<file path="src/rtl/fwd_hazard_unit.sv">
// Forwarding select and load-use stall/bubble control beside the ID/EX register.
// Optional statistics counters are built only when FWD_STAT_EN is defined.
module fwd_hazard_unit #(
    parameter int REG_AW = 5,
    parameter int CNT_W  = 32
) (
    input  logic              clk,
    input  logic              rstn,
    input  logic              idValidIn,
    input  logic [REG_AW-1:0] idRs1In,
    input  logic [REG_AW-1:0] idRs2In,
    input  logic [REG_AW-1:0] idRdIn,
    input  logic              idRegWriteIn,
    input  logic              idMemReadIn,
    input  logic              flushIn,
    output logic [2:0]        forward1Out,
    output logic [2:0]        forward2Out,
    output logic              stallOut,
    output logic              bubbleOut,
    output logic [CNT_W-1:0]  stallCntOut,
    output logic [CNT_W-1:0]  fwdCntOut
);

    // EX record; MEM only needs what a forward decision reads.
    logic              r_ex_valid;
    logic [REG_AW-1:0] r_ex_rd;
    logic              r_ex_rw;
    logic              r_ex_mr;
    logic              r_mem_valid;
    logic [REG_AW-1:0] r_mem_rd;
    logic              r_mem_rw;
    logic [2:0]        r_fwd [2];

    logic              w_ex_prod;
    logic              w_mem_prod;
    logic              w_hz;
    logic              w_adv;
    logic [REG_AW-1:0] w_rs  [2];
    logic [2:0]        w_sel [2];

    assign w_ex_prod  = r_ex_valid && r_ex_rw && (r_ex_rd != '0);
    assign w_mem_prod = r_mem_valid && r_mem_rw && (r_mem_rd != '0);

    assign w_hz = idValidIn && r_ex_valid && r_ex_mr && (r_ex_rd != '0) &&
                  ((r_ex_rd == idRs1In) || (r_ex_rd == idRs2In));

    assign stallOut  = w_hz && !flushIn;
    assign bubbleOut = w_hz || flushIn;
    assign w_adv     = idValidIn && !bubbleOut;

    assign w_rs[0] = idRs1In;
    assign w_rs[1] = idRs2In;

    // Youngest producer (EX, becoming MEM) wins over the older MEM one.
    generate
        for (genvar gi = 0; gi < 2; gi++) begin : g_sel
            always_comb begin
                w_sel[gi] = 3'd0;
                if (w_ex_prod && (r_ex_rd == w_rs[gi]))
                    w_sel[gi] = 3'd2;
                else if (w_mem_prod && (r_mem_rd == w_rs[gi]))
                    w_sel[gi] = 3'd1;
            end

            always_ff @(posedge clk or negedge rstn) begin
                if (!rstn)
                    r_fwd[gi] <= 3'd0;
                else
                    r_fwd[gi] <= w_adv ? w_sel[gi] : 3'd0;
            end
        end
    endgenerate

    assign forward1Out = r_fwd[0];
    assign forward2Out = r_fwd[1];

    always_ff @(posedge clk or negedge rstn) begin
        if (!rstn) begin
            r_ex_valid  <= 1'b0;
            r_ex_rd     <= '0;
            r_ex_rw     <= 1'b0;
            r_ex_mr     <= 1'b0;
            r_mem_valid <= 1'b0;
            r_mem_rd    <= '0;
            r_mem_rw    <= 1'b0;
        end else begin
            r_mem_valid <= r_ex_valid;
            r_mem_rd    <= r_ex_rd;
            r_mem_rw    <= r_ex_rw;
            if (w_adv) begin
                r_ex_valid <= 1'b1;
                r_ex_rd    <= idRdIn;
                r_ex_rw    <= idRegWriteIn;
                r_ex_mr    <= idMemReadIn;
            end else begin
                r_ex_valid <= 1'b0;
                r_ex_rd    <= '0;
                r_ex_rw    <= 1'b0;
                r_ex_mr    <= 1'b0;
            end
        end
    end

`ifdef FWD_STAT_EN
    logic [CNT_W-1:0] r_stall_cnt;
    logic [CNT_W-1:0] r_fwd_cnt;

    always_ff @(posedge clk or negedge rstn) begin
        if (!rstn) begin
            r_stall_cnt <= '0;
            r_fwd_cnt   <= '0;
        end else begin
            if (stallOut)
                r_stall_cnt <= r_stall_cnt + 1'b1;
            if (w_adv && ((w_sel[0] != 3'd0) || (w_sel[1] != 3'd0)))
                r_fwd_cnt <= r_fwd_cnt + 1'b1;
        end
    end

    assign stallCntOut = r_stall_cnt;
    assign fwdCntOut   = r_fwd_cnt;
`else
    assign stallCntOut = '0;
    assign fwdCntOut   = '0;
`endif

endmodule
</file>
<file path="config.mk">
export PLATFORM = sky130hd
export DESIGN_NAME = fwd_hazard_unit
export DESIGN_NICKNAME = d
export VERILOG_FILES = /design/src/rtl/fwd_hazard_unit.sv
export SDC_FILE = /design/constraint.sdc
export NUM_CORES = 1
export LEC_CHECK = 0
export CAP_MARGIN = 10
export CORE_MARGIN = 3
export CORE_UTILIZATION = 40
export CTS_BUF_LIST = sky130_fd_sc_hd__clkbuf_2
export DETAILED_ROUTE_END_ITERATION = 6
export GPL_TIMING_DRIVEN = 0
export PLACE_DENSITY = 0.95
export SYNTH_ARGS = -nofsm -noshare
export SYNTH_HDL_FRONTEND = slang
export SYNTH_SLANG_ARGS = --single-unit
</file>
<file path="constraint.sdc">
create_clock -name clk -period 3.2 [get_ports clk]
set_input_delay 0.64 -clock clk [delete_from_list [all_inputs] [get_ports clk]]
set_output_delay 0.64 -clock clk [all_outputs]
set_load 0.01 [all_outputs]
</file>
Word-level counts from Yosys, hierarchy flattened
Index checks and enable logic that the tools add are counted.
{"block": "totals", "in_bits": 21, "regBits": 21, "word_cells": 43}
{"block": "op_classes", "eq_ne": 4, "muxes": 10, "reduce_logical": 20}
{"operator": "$eq A5 B5 Y1", "count": 4}
{"operator": "$logic_and A1 B1 Y1", "count": 14}
{"operator": "$reduce_bool A5 Y1", "count": 2}
{"operator": "$mux W3", "count": 3}
{"operator": "$mux W1", "count": 5}
{"operator": "$mux W5", "count": 1}
{"operator": "$logic_not A1 Y1", "count": 2}
{"operator": "$logic_or A1 B1 Y1", "count": 2}
{"operator": "$mux W2", "count": 1}

Depth between registers and ports, before layout
Gate-level depths: netlist of the first run.
{"block": "depth", "ltp_word": 8, "ltp_mapped": 6, "ltp_nobuf": 5}

Worst setup path before layout of the first run
OpenSTA, ideal clock, no wires.
{"block": "synth_path", "kind": "input to output", "from": "input port idRs2In[3]", "to": "output port stallOut", "path_stages": 5, "arrival_ns": 1.446, "slack_ns": 1.114, "n_path_buf": 0, "path_cell_list": "xor2_1 nor3_1 nand3_1 a21oi_2 and2_2"}
{"block": "synth_via", "elab_chain_len": 4}
{"item": "start, declared", "line": "11", "text": "input logic [REG_AW-1:0] idRs2In,"}
{"item": "$eq A5 B5 Y1", "line": "45", "text": "((r_ex_rd == idRs1In) || (r_ex_rd == idRs2In));"}
{"item": "$logic_or A1 B1 Y1", "line": "45"}
{"item": "$logic_and A1 B1 Y1", "line": "44", "text": "assign w_hz = idValidIn && r_ex_valid && r_ex_mr && (r_ex_rd != '0) &&"}
{"item": "$logic_and A1 B1 Y1", "line": "47", "text": "assign stallOut = w_hz && !flushIn;"}
{"item": "end, declared", "line": "18", "text": "output logic stallOut,"}
No other way between the ends.

Final worst setup path of the first run
{"block": "layout_path", "from": "input port idRs2In[0]", "to": "output port stallOut"}
Same word-level chain as after synthesis.

==> key figures, run 1 <==
Global route
  – Global Route Usage Sum: 0.127
  – First-pass GRT wire length: 4130 um
  – Vias in the first global route: ~930
  – Antenna violations before repair: 0
  – GRT overflow: 0
  – Largest net degree at the start of global routing: 20

Floorplan
  – FP Rows: 20
  – Die Ht: 64.7 um
  – Core box area: 0.00318 mm^2
  – Initial Utilization: 0.433
  – Chip width: 64.7 um
  – # IOs: 93
  – Full die area: 0.00418 mm^2

Worst setup path
  – Setup CP Type: primary input to output port
  – CP endpoint kind: output port
  – WP data arrival: approximately 2.1 ns
  – CP Launch Type: primary input
  – WP data required: 2.56 ns
  – Crit Path Max Fanout: 3

STA
  – RSZ-0062 raised after global routing: false
  – Fin crit period: between 2 and 3 ns
  – Setup WS post-layout: 0.416 ns
  – Setup Skew: approximately 0.0023 ns
  – Slew Viols, Final: 0
  – # setup viols final: 0
  – Final TNS setup: 0 ns
  – Max_slew headroom: 0.475
  – Final period util: 0.870
  – Final hold vios: 0
  – Max Clk Rate: 359 MHz
  – Hold slack final: about 0.4 ns
  – Worst-Margin Slew: 0.785 ns

Placement
  – DP Wirelength: 2330 um
  – Placer Congestion: 0.887
  – Inst Count DP: 282
  – Dpl ws: -0.0197 ns
  – DP Area: 0.00194 mm^2
  – Port Buf Inserts: 26

Synthesis
  – Ys Warns: 0
  – Post-synth top area cell: buf_4
  – Mux cell area share after synthesis: 0
  – Simple-gate share of the synthesized area: 0.119
  – Mapped Cells: ~150
  – Sequential area share after synthesis: 0.345
  – Synthesized-area fraction occupied by adder cells: 0
  – Synth Area in Compound Gates: 0.0345
  – Largest family of logic cells by synthesized area: buffers and inverters
  – Number of synthesized flops with an enable pin: 0
  – FFs w/ async S/R, synth: 1.00
  – Area contributors post-synth: buf_4 36%, dfrtp_1 35%, xor2_1 7.0%, xnor2_1 5.7%, nor2_1 2.5%
  – Cell Area, Synth: about 0.0014 mm^2
  – Synth Area in XOR/XNOR: 0.127
  – Post-synth top flop: dfrtp_1
  – Most common cell in the netlist: buf_4
  – Synth top cells by count: 66 x buf_4, 19 x dfrtp_1, 11 x xor2_1
  – Yosys cell types: 23
  – Yosys reg bits: 19
  – Top cell type's share of synthesized area: 0.360
  – Syn Area/Cell: roughly 9.4 um^2

Clock network
  – # H-tree levels: 1
  – CTS root buf: clkbuf_2
  – TritonCTS Buffers: 3
  – Worst-path clk slew: 0.15 ns
  – Worst-Skew Late Latency: approximately 0.30 ns
  – Clk sinks: 19
  – CTS tree: yes
  – CTS Buffer Depth: 2

Layout
  – Final #Nets: between 200 and 300
  – Share of post-route cells with drive strength above 1: 0.331
  – Fillers: 284
  – Area grow syn2layout: 44.4%
  – Final instance area: 0.00199 mm^2
  – Fin cells: 289
  – Sequential standard cell area: 475 um^2
  – Final Core Density: 0.626
  – Multi-input logic area: 639 um^2
  – Total inserted antenna cells: 0

Pwr
  – Leak: 1.15 nW
  – PD cells: 262 mW/mm^2
  – Worst vdd ir: 0.000110 V
  – Final Power: 0.522 mW

Status
  – Run status: complete, no violations

Route
  – Routed length per instance: 9.41 um
  – Post-route ant nets: 0
  – DRC: 0
  – Vias: 1037
  – Vias per cell: approximately 3.6
  – Starting DRT DRC Count: 21
  – Routed Wire Length: 2720 um
  – Drt pass-1 iters: 4

Min path
  – Worst hold path class: register to register

Run
  – Max-Cap Viols: 0
## critical path, stage by stage
cell and delay, ns:
clkdlybuf4s50_1 0.45, xor2_1 0.16, nor3_1 0.19, nand3_1 0.17
a21oi_2 0.21, and2_2 0.15, dlymetal6s2s_1 0.15
## worst paths after layout
check | startpoint | endpoint | slack, ns | cells after the start
setup / recovery | idRs2In[0] | stallOut | 0.42 | 7
hold / removal | r_ex_rw | r_mem_rw | 0.40 | 0
setup reg to reg | r_ex_rd[1] | forward1Out[0] | 1.28 | 8
hold reg to reg | r_ex_rw | r_mem_rw | 0.40 | 0
max in group asynchronous | rstn | r_mem_rd[4] | 1.94 | 1
min in group asynchronous | rstn | forward1Out[1] | 0.78 | 1
## final cells by class
type | count | share of cell area
repair buffers | 29 | 0.145
plain buffers | 68 | 0.257
flip-flops and latches | 19 | 0.239
well taps | 44 | 0.0277
clock buffers | 4 | 0.0101
multi-input cells | 125 | 0.321
## layer usage
metal	routed length, um	up-vias	track usage
met5	0	-	0
met4	55	0	0.0554
met3	277	7	0.0381
met2	1440	56	0.235
met1	952	442	0.131
li1	-	532	-
## cell usage in the layout (no fill, tap or decap), drive strengths merged, types with 2 or more instances in the layout
master	instances
clkdlybuf4s50	24
clkbuf	4
buf	71
o2111ai	2
dfrtp	19
xor2	11
nor3	4
dlymetal6s2s	2
conb	66
xnor2	9
nor2	9
nor4	3
nand3	3
nand2	9
or4	2
## flip-flops by register name, indices dropped and copies added, names as in the netlist
name,count
r_ex_valid,1
r_ex_rd,5
r_mem_rd,5
r_ex_mr,1
forward1Out,2
forward2Out,2
r_ex_rw,1
r_mem_valid,1
r_mem_rw,1
## where the power goes
part	switching (mW)	leakage [nW]	total, mW	internal (mW)
clock network	0.0660	0.0166	0.0991	0.0331
logic	0.0750	0.879	0.167	0.0923
registers	0.00744	0.257	0.255	0.248
total	0.148	1.15	0.522	0.373
## cell families after synthesis
group                  after synthesis
buffers and inverters               68
AND/OR/NAND/NOR                     33
XOR/XNOR                            20
flip-flops                          19
AO/OA/AOI/OAI                        6
other                                1
## timing repair
| item | in CTS | in global routing |
|---|---|---|
| hold buffers | 0 | 0 |
| pin swaps | 2 | 3 |
| endpoints found under the setup margin | 1 | 2 |
| setup buffers | 2 | 1 |
| resized for setup | 0 | 3 |
(Power assumes the default switching activity.)
==> inputs of run 2 (changes only) <==
CORE_ASPECT_RATIO = 1.4   (was unset)
==> run 2 against run 1 <==
Global-route usage fell by 0.65 points; worst setup slack worse by 0.0032 ns; hold slack got worse by 0.0046 ns; register-to-register slack improved by 0.08 ns; fmax shrank 0.11%; cell area is essentially flat; combinational power about the same; die area up 0.23%; core utilization fell by 0.72 points; sequential cell count unchanged; sequential share of layout area hardly changed; cell count shrank 1.4%; largest cell class unchanged.
==> key figures, run 2 (same netlist as run 1, synthesis figures left out) <==
Route
  – Drt pass-1 iters: 4 (unchanged)
  – Routed length per instance: 9.18 um (-2.5%)
  – Vias per cell: 3.65 (+1.8%)
  – DRC: 0 (unchanged)
  – Routed Wire Length: 2620 um (-3.8%)
  – Post-route ant nets: 0 (unchanged)
  – Vias: 1041 (+0.39%)
  – Starting DRT DRC Count: 16 (-24%)

Clock network
  – Worst-path clk slew: 0.17 ns (+0.02 ns)
  – Clk sinks: 19 (unchanged)
  – CTS tree: yes
  – CTS Buffer Depth: 2 (unchanged)
  – CTS root buf: clkbuf_2
  – TritonCTS Buffers: 3 (unchanged)
  – Worst-Skew Late Latency: 0.29 ns (about the same)
  – # hold bufs at CTS: 0 (unchanged)
  – # H-tree levels: 1 (unchanged)

Min path
  – Min-Delay Endpoint: r_mem_rw
  – Hold Crit Start: r_ex_rw
  – WHS Path Cells: 0 (unchanged)
  – Worst hold path class: register to register

Floorplan
  – FP Rows: 24 (+20%)
  – Die Ht: 75.4 um (+17%)
  – Core box area: 0.00321 mm^2 (+1.1%)
  – Full die area: 0.00419 mm^2 (+0.23%)
  – # IOs: 93 (unchanged)
  – Initial Utilization: 0.429 (-0.00473)
  – Chip width: 55.6 um (-14%)

STA
  – RSZ-0062 raised after global routing: false
  – Setup WS post-layout: 0.413 ns (-0.00317 ns)
  – Final period util: 0.871 (+0.000990)
  – # setup viols final: 0 (unchanged)
  – Worst-Margin Slew: 0.846 ns (+0.0612 ns)
  – Fin crit period: 2.79 ns (+0.00317 ns)
  – Max_slew headroom: 0.434 (-0.0409)
  – Setup Skew: 0.00770 ns (+0.00543 ns)
  – Max Clk Rate: 359 MHz (-0.11%)
  – Slew Viols, Final: 0 (unchanged)
  – Final hold vios: 0 (unchanged)
  – Hold slack final: 0.395 ns (-0.00460 ns)

Layout
  – Most common cell after layout, fill and taps aside: buf_4
  – Most frequent cells in the layout: 70 x buf_4, 66 x conb_1, 23 x clkdlybuf4s50_1, 19 x dfrtp_1, 11 x xor2_1
  – Largest registers: r_ex_rd x5, r_mem_rd x5
  – Total inserted antenna cells: 0 (unchanged)
  – Final #Nets: 268 (+0.37%)
  – Area grow syn2layout: 44.3% (about the same)
  – Share of post-route cells with drive strength above 1: 0.329 (-0.00134)

Worst setup path
  – CP max stage cell: clkdlybuf4s50_1
  – Crit-path cells: clkdlybuf4s50_1 -> xor2_1 -> nor3_1 -> nand3_1 -> a21oi_2 -> and2_2 -> dlymetal6s2s_1
  – Capturing point of the worst reg2reg path: forward1Out[0]
  – Max incr delay on CP: 0.46 ns (about the same)
  – R2r setup slk: 1.36 ns (+0.08 ns)
  – Critical Path Source: idRs1In[1]
  – CP endpoint kind: output port
  – Reg2Reg Depth: 7 (-1)
  – WP data arrival: 2.15 ns (about the same)
  – Setup CP Type: primary input to output port
  – WP data required: 2.56 ns (about the same)
  – Crit Path Max Fanout: 3 (unchanged)
  – CP Launch Type: primary input
  – Reg2Reg Launch Point: r_ex_rd[1]

Global route
  – Global Route Usage Sum: 0.120 (-0.00651)
  – GRT overflow: 0 (unchanged)
  – Vias in the first global route: 1006 (+7.9%)
  – Antenna violations before repair: 0 (unchanged)
  – First-pass GRT wire length: 3950 um (-4.2%)
  – Largest net degree at the start of global routing: 20 (unchanged)

Run
  – Max-Cap Viols: 0 (unchanged)

Pwr
  – Leak: 1.16 nW (+0.94%)
  – Worst vdd ir: 0.000150 V (+37%)
  – PD cells: 261 mW/mm^2 (-0.50%)

Status
  – Run status: complete, no violations

Placement
  – Dpl ws: -0.0559 ns (-0.0362 ns)
  – Placer Congestion: 0.874 (-1.5%)
  – DP Wirelength: 2240 um (-4.2%)
  – Port Buf Inserts: 26 (unchanged)
[run 2: stage by stage]
stage                     instances  instance area [um^2]   util  power, mW  TNS (ns)
after floorplan                 212                  1620      -      0.380         0
after global placement          277                  1930  0.601      0.419   -0.0207
after detailed placement        277                  1930  0.601      0.421   -0.0852
after CTS                       283                  1970  0.612      0.521         0
after global routing            285                  1990  0.619      0.549         0
final                           285                  1990  0.619      0.519         0
[run 2: layout make-up]
cell class / instances / area [um^2]
Fill cell: 268 / 1220
Multi-Input combinational cell: 125 / 634
Buffer: 68 / 512
Sequential cell: 19 / 475
Timing Repair Buffer: 30 / 298
Tap cell: 39 / 48.8
Clock buffer: 3 / 15.0
Clock inverter: 1 / 5.00
[run 2: metal layers]
layer / vias up / wire length (um) / GRT usage
met5: - / 0 / 0
li1: 533 / - / -
met3: 6 / 280 / 0.0271
met2: 66 / 1290 / 0.224
met1: 436 / 984 / 0.123
met4: 0 / 57 / 0.0784
[run 2: worst max-delay path by stage]
stage	to	cells after the start	slack, ns
CTS	stallOut	7	0.01
global route	stallOut	7	0.32
floorplan	stallOut	5	1.11
detailed placement	stallOut	7	-0.06
global placement	stallOut	7	-0.02
finish	stallOut	7	0.41
[run 2: worst max-delay path: cells and delay by family]
kind / cells / cell delay, ns
buffers and inverters: 2 / 0.61
and+or+nand+nor: 3 / 0.53
xor gates and xnor gates: 1 / 0.16
AOI/OAI and AO/OA: 1 / 0.21
[run 2: report_power, final]
| part | internal, mW | switching [mW] | leakage [nW] | total [mW] |
|---|---|---|---|---|
| Clock | 0.0283 | 0.0677 | 0.0164 | 0.0960 |
| Sequential | 0.248 | 0.00754 | 0.257 | 0.255 |
| Combinational | 0.0927 | 0.0746 | 0.890 | 0.167 |
[run 2: what timing repair did]
item	in CTS	in global routing
gates resized for setup	0	3
setup buffers	2	2
setup endpoints to repair	2	2
pin swaps	2	5
